$ cat config.mk
export PLATFORM = sky130hd
export DESIGN_NAME = fifo_read_streamer
export DESIGN_NICKNAME = d
export VERILOG_FILES = /design/src/rtl/fifo_read_streamer.sv
export SDC_FILE = /design/constraint.sdc
export NUM_CORES = 1
export LEC_CHECK = 0
export ABC_AREA = 1
export BUFFER_PORTS_ARGS = -buffer_cell sky130_fd_sc_hd__buf_2
export CAP_MARGIN = 20
export CORE_ASPECT_RATIO = 1.2
export CORE_MARGIN = 2
export CORE_UTILIZATION = 30
export CTS_CLUSTER_SIZE = 10
export DETAILED_ROUTE_END_ITERATION = 8
export HOLD_SLACK_MARGIN = 0.03
export PLACE_DENSITY = 0.52
export REMOVE_ABC_BUFFERS = 1
export SLEW_MARGIN = 20
export SYNTH_ARGS = -nofsm -noshare
export SYNTH_HDL_FRONTEND = slang
export SYNTH_SLANG_ARGS = --single-unit
export TNS_END_PERCENT = 50
$ cat constraint.sdc
create_clock -name clk -period 5.5 [get_ports clk]
set_input_delay 0 -clock clk [delete_from_list [all_inputs] [get_ports clk]]
set_output_delay 0 -clock clk [all_outputs]
set_load 0.01 [all_outputs]
$ cat src/rtl/fifo_read_streamer.sv
// Read-side consumer for a dual-clock FIFO: issues pops, captures the registered
// read data and re-presents it as a valid/ready stream through a 2-entry buffer.
module fifo_read_streamer #(
  parameter int DATA_WIDTH = 8,
  parameter int CNT_WIDTH  = 16
) (
  input  logic                  clk,
  input  logic                  rst,
  input  logic                  enable,
  input  logic                  fifo_empty,
  output logic                  fifo_r_en,
  input  logic [DATA_WIDTH-1:0] fifo_data,
  output logic                  m_valid,
  input  logic                  m_ready,
  output logic [DATA_WIDTH-1:0] m_data,
  output logic [CNT_WIDTH-1:0]  word_count,
  output logic                  busy
);

  logic                  pend_reg;
  logic [1:0]            occ_reg;
  logic [DATA_WIDTH-1:0] out_reg;
  logic [DATA_WIDTH-1:0] skid_reg;
  logic                  valid_reg;
  logic [CNT_WIDTH-1:0]  count_reg;

  logic       pop;
  logic [2:0] inflight;
  logic [1:0] occ_after_pop;
  logic [1:0] occ_next;

  always_comb begin
    pop           = valid_reg & m_ready;
    inflight      = {1'b0, occ_reg} + {2'b00, pend_reg};
    // Only request a word if it is guaranteed a slot once it arrives.
    fifo_r_en     = enable & ~fifo_empty & ~rst & ((inflight - {2'b00, pop}) < 3'd2);
    occ_after_pop = occ_reg - {1'b0, pop};
    occ_next      = occ_after_pop + {1'b0, pend_reg};
  end

  always_ff @(posedge clk or posedge rst) begin
    if (rst) begin
      pend_reg  <= 1'b0;
      occ_reg   <= 2'd0;
      out_reg   <= '0;
      skid_reg  <= '0;
      valid_reg <= 1'b0;
      count_reg <= '0;
    end else begin
      pend_reg  <= fifo_r_en;
      occ_reg   <= occ_next;
      valid_reg <= (occ_next != 2'd0);
      if (pop) begin
        count_reg <= count_reg + CNT_WIDTH'(1);
      end
      if (pop && (occ_reg == 2'd2)) begin
        out_reg <= skid_reg;
      end
      // Arriving word lands in whichever slot is the first free one after the pop.
      if (pend_reg) begin
        if (occ_after_pop == 2'd0) begin
          out_reg <= fifo_data;
        end else begin
          skid_reg <= fifo_data;
        end
      end
    end
  end

  assign m_valid    = valid_reg;
  assign m_data     = out_reg;
  assign word_count = count_reg;
  assign busy       = pend_reg | (occ_reg != 2'd0);

endmodule
# After elaboration in Yosys (flattened, before gate mapping)

Index checks and enable logic that the tools add are counted.

Mux-type cells: 3
Reductions and logical operators: 5
Equal/unequal tests: 1
Order comparisons: 1
Bitwise operators: 8
$add $sub $neg: 5

Operators by type and width:

| operator                                                              | count |
|---|---|
| 8-bit two-way mux                                                     | 3 |
| 16-bit by 1-bit adder with 16-bit output (second input constant)      | 1 |
| 1-bit bitwise AND                                                     | 4 |
| 2-bit nonzero test                                                    | 2 |
| 2-bit by 1-bit adder with 3-bit output                                | 1 |
| 3-bit by 2-bit < comparator with 1-bit output (second input constant) | 1 |
| 1-bit inverter                                                        | 3 |
| 3-bit by 1-bit subtractor with 3-bit output                           | 1 |
| 2-bit by 1-bit adder with 2-bit output                                | 1 |
| 2-bit equality test (second input constant)                           | 1 |
| 2-bit logical NOT                                                     | 1 |
| 2-bit AND reduction                                                   | 1 |
| 2-bit by 1-bit subtractor with 2-bit output                           | 1 |
| 1-bit logical AND                                                     | 1 |
| 1-bit OR                                                              | 1 |

Input port bits: 13
Register bits after elaboration: 36

# Logic depth before layout (Yosys ltp)

Depth after elaboration: 5
Depth in mapped cells: 10
Depth with buffers taken out: 10

# Least setup slack after synthesis

Ideal clock, no wire load.

Path type: register to register
Start: reg valid_reg (netlist: m_valid)
End: reg pend_reg
Arrival time: 1.996 ns
Path slack: 3.327 ns
Cell stages (with the launch flop): 11
Data required time: 5.323 ns
Period minus slack after synthesis: 2.173 ns
Setup time: 0.177 ns
Path buffers: 0
Cells stage by stage: dfrtp_1 > nand2_4 > inv_4 > nor2_2 > nor2_4 > inv_1 > ha_1 > inv_1 > fa_1 > nand2_1 > nor4_1

Cells in the longest elaborated chain, start to end: 4

RTL lines:

| element                                       | RTL line | source |
|---|---|---|
| from (decl)                                   | 24       | `logic valid_reg;` |
| from (signal assigned)                        | 52       | `valid_reg <= (occ_next != 2'd0);` |
| 1-bit bitwise AND                             | 33       | `pop = valid_reg & m_ready;` |
| 3-bit by 1-bit subtractor with 3-bit output   | 36       | `fifo_r_en = enable & ~fifo_empty & ~rst & ((inflight - {2'b00, pop}) < 3'd2);` |
| 3-bit by 2-bit < comparator with 1-bit output | 36       |  |
| 1-bit bitwise AND                             | 36       |  |
| named net fifo_r_en                           | 11       | `output logic fifo_r_en,` |
| to (signal assigned)                          | 50       | `pend_reg <= fifo_r_en;` |
| to (decl)                                     | 20       | `logic pend_reg;` |

The timed path passes the listed nets, and every way through them passes these cells.
A chain may end at the register's enable or synchronous reset.

# Final worst setup path

Start: reg valid_reg (netlist: m_valid)
End: reg pend_reg

Cells in the longest elaborated chain, start to end: 4

RTL lines:

| element                                       | RTL line |
|---|---|
| 1-bit bitwise AND                             | 33 |
| 3-bit by 1-bit subtractor with 3-bit output   | 36 |
| 3-bit by 2-bit < comparator with 1-bit output | 36 |
| 1-bit bitwise AND                             | 36 |

No other way between the ends.

==> summary.md <==
| Metric | Value |
|---|---|
| Outcome | finished, final reports clean |
| Critical Path Sink Type | flip-flop |
| Starting density of the core | 30.8% |
| Post-route ant nets | 0 |
| GR Overflow Total | 0 |
| Crit Path Class | reg2reg |
| Layout Nets | 291 |
| Die H | 89.7 um |
| HP Class | in2reg |
| Slowest stage delay, CP | 0.60 ns |
| First-pass GRT wire length | 6590 um |
| Mux cell area share after synthesis | 0% |
| Latest clock arrival within the worst-skew pair | 0.28 ns |
| P_leak | 1.31 nW |
| Final Critical Period | 2.64 ns |
| Vias per cell | 4.20 |
| TritonCTS buffer count | 5 |
| Clk pin slew, worst setup/hold paths | 0.07 ns |
| Synth Warn # | 0 |
| Hold WS | 0.0821 ns |
| Placed inst area | 2120 um^2 |
| Layout Utilization | 38.9% |
| Die Wd | 75.5 um |
| Cell count along the critical path | 10 |
| Post-Synthesis Cells | 220 |
| Largest family of logic cells by synthesized area | simple AND/OR/NAND/NOR gates |
| H-tree levels | 2 |
| CP Data Arrival Time | 2.85 ns |
| CP Launch Type | flip-flop |
| PortBufs | 39 |
| Initial antenna violation count | 0 |
| Max-slew headroom | 65.4% |
| Antenna Cells | 0 |
| FF-to-FF Start | m_valid$_DFF_PP0_ |
| Adder-cell share of the synthesized area | 3.13% |
| Post-CTS Setup Repair Bufs | 0 |
| Setup crit end | pend_reg$_DFF_PP0_ |
| Hold Violations, Final | 0 |
| Wirelength, routed | 3790 um |
| WHS Path Cells | 3 |
| Register area share after synthesis | 49.0% |
| Distinct cell type count after synthesis | 25 |
| Share of cells above drive strength 1 | 23.4% |
| Measured slew at the worst slew-check pin | 0.518 ns |
| DRT Pass-1 Iters | 4 |
| Maximum clock frequency | 379 MHz |
| Final Max Tran Viols | 0 |
| DRC Markers | 0 |
| RSZ-0062 raised after global routing | no |
| Number of gates resized after CTS | 0 |
| Mapped Avg Cell Area | 8.35 um^2 |
| Worst vdd ir | 0.000205 V |
| Critical-path top delay cell | dlygate4sd3_1 |
| Synth Area in Compound Gates | 4.49% |
| Maximum clock skew at final layout | 0.00551 ns |
| Total global-route track usage | 12.6% |
| Yosys reg bits | 36 |
| DR iter-0 viols | 53 |
| Finish-stage setup viols | 0 |
| Reg2Reg Setup Slack | 2.86 ns |
| Final worst-path cycle share | 48.0% |
| # clock sinks | 36 |
| Worst reg2reg endpoint | pend_reg$_DFF_PP0_ |
| Placer's final routability congestion estimate | 0.741 |
| Number of fill cells | 663 |
| Top Family by Delay on Critical Path | simple AND/OR/NAND/NOR gates |
| Cell chain of the critical path | nand2_4 -> nor2_4 -> nor2_4 -> inv_1 -> ha_1 -> inv_1 -> fa_1 -> nand2_1 -> nor4_1 -> dlygate4sd3_1 |
| Pwr Total | 0.000982 W |
| Row count | 31 |
| Area grow syn2layout | 26.3% |
| I/O Pins | 40 |
| Number of flip-flops in the largest register | 16 |
| Max-cap check violation count | 0 |
| Crit path buf inv count | 3 |
| Synth Area in Simple Gates | 29.3% |
| Cell Pwr Density | 423 nW/um^2 |
| Synth Area in XOR/XNOR | 5.72% |
| Crit path from | m_valid$_DFF_PP0_ |
| Hpwl dp | 2660 um |
| Finished layout cell area | 2320 um^2 |
| CP Data Required Time | 5.72 ns |
| Largest net degree at the start of global routing | 37 |
| Setup TNS | 0 ns |
| Reg2Reg Depth | 10 |
| DR vias | 1496 |
| CTS root buffer | clkbuf_8 |
| Critical Path Fanout Max | 12 |
| Number of global-route vias before repair | 1507 |
| CORE AREA | 5970 um^2 |
| Synthesized area | 1840 um^2 |
| Routed len/inst | 10.6 um |
| Die Area | 6770 um^2 |
| CTS tree | built |
| Clk buf depth | 2 |
## cell usage after synthesis
master / count / area [um^2]
buf_2: 1 / 5.00
dfrtp_1: 36 / 901
ha_1: 3 / 37.5
xor2_1: 9 / 78.8
nand3_1: 23 / 115
inv_4: 1 / 6.26
nor3_1: 1 / 5.00
o21bai_1: 1 / 7.51
o21ai_2: 8 / 70.1
buf_6: 1 / 11.3
nor4_1: 1 / 6.26
nand3_4: 1 / 17.5
inv_1: 32 / 120
xnor2_1: 3 / 26.3
o21ai_0: 1 / 5.00
fa_1: 1 / 20.0
nor2_1: 16 / 60.1
nand2_1: 72 / 270
buf_1: 1 / 3.75
nand2_2: 1 / 6.26
nand2_4: 2 / 22.5
nor2_2: 1 / 6.26
or2_2: 1 / 6.26
buf_4: 1 / 7.51
nor2_4: 2 / 22.5
## metrics by stage
stage          instances  setup WS, ns
2_1_floorplan        216          3.26
3_3_place_gp         338          3.32
3_5_place_dp         338          3.34
4_1_cts              356          2.85
5_1_grt              356          2.66
6_report             356          2.86
## power by group
part           total, W  switching [W]  leakage [nW]  internal, W
sequential     0.000428      0.0000772         0.463     0.000351
clock          0.000201      0.0000896        0.0503     0.000112
combinational  0.000353       0.000207         0.795     0.000146
total          0.000982       0.000374          1.31     0.000609
## layer usage
metal | vias to the layer above | wire [um] | share of wire, % | track usage [%]
met2 | 34 | 1880 | 49 | 21.4
met3 | 5 | 182 | 4.8 | 2.47
met4 | 0 | 42 | 1.1 | 4.82
met5 | - | 0 | 0 | 0
met1 | 676 | 1690 | 45 | 15.3
li1 | 781 | - | - | -
## cells by family (layout without fill, tap and decap cells)
kind of cell	Yosys count	in the layout
AOI/OAI and AO/OA	10	10
adders and majority gates	4	4
xor gates and xnor gates	12	12
and+or+nand+nor	121	121
buffers and inverters	37	91
DFF	36	36
## placed cells by master (no fill, tap or decap), drive strengths merged, types with 3 or more instances in the layout
| cell type | count |
|---|---|
| ha | 3 |
| nand3 | 24 |
| dlygate4sd3 | 11 |
| buf | 40 |
| inv | 33 |
| nor2 | 19 |
| xnor2 | 3 |
| o21ai | 9 |
| nand2 | 75 |
| clkbuf | 7 |
| dfrtp | 36 |
| xor2 | 9 |
## worst min-delay path, stage by stage
cell	delay, ns
buf_2	0.11
nand2_4	0.13
xor2_1	0.08
## worst min-delay path by stage
stage	start	slack, ns	end
2_1_floorplan	rst	0.06	fifo_r_en
3_3_place_gp	rst	0.16	pend_reg$_DFF_PP0_
3_5_place_dp	rst	0.16	pend_reg$_DFF_PP0_
4_1_cts	m_ready	0.06	word_count[1]$_DFFE_PP0P_
5_1_grt	m_ready	0.08	word_count[0]$_DFFE_PP0P_
6_report	m_ready	0.08	word_count[0]$_DFFE_PP0P_
## cell type report
type	count	area, um^2	share of cell area [%]
flip-flops and latches	36	901	38.8
multi-input cells	147	783	33.7
repair buffers	51	313	13.5
inverters	33	126	5.44
well taps	82	103	4.42
clock buffers	7	96.3	4.15
## what timing repair did
action,CTS,global route
hold endpoints to repair,53,0
setup endpoints to repair,0,0
hold buffers,11,0
Note: power is estimated with default switching activity, not from simulation.
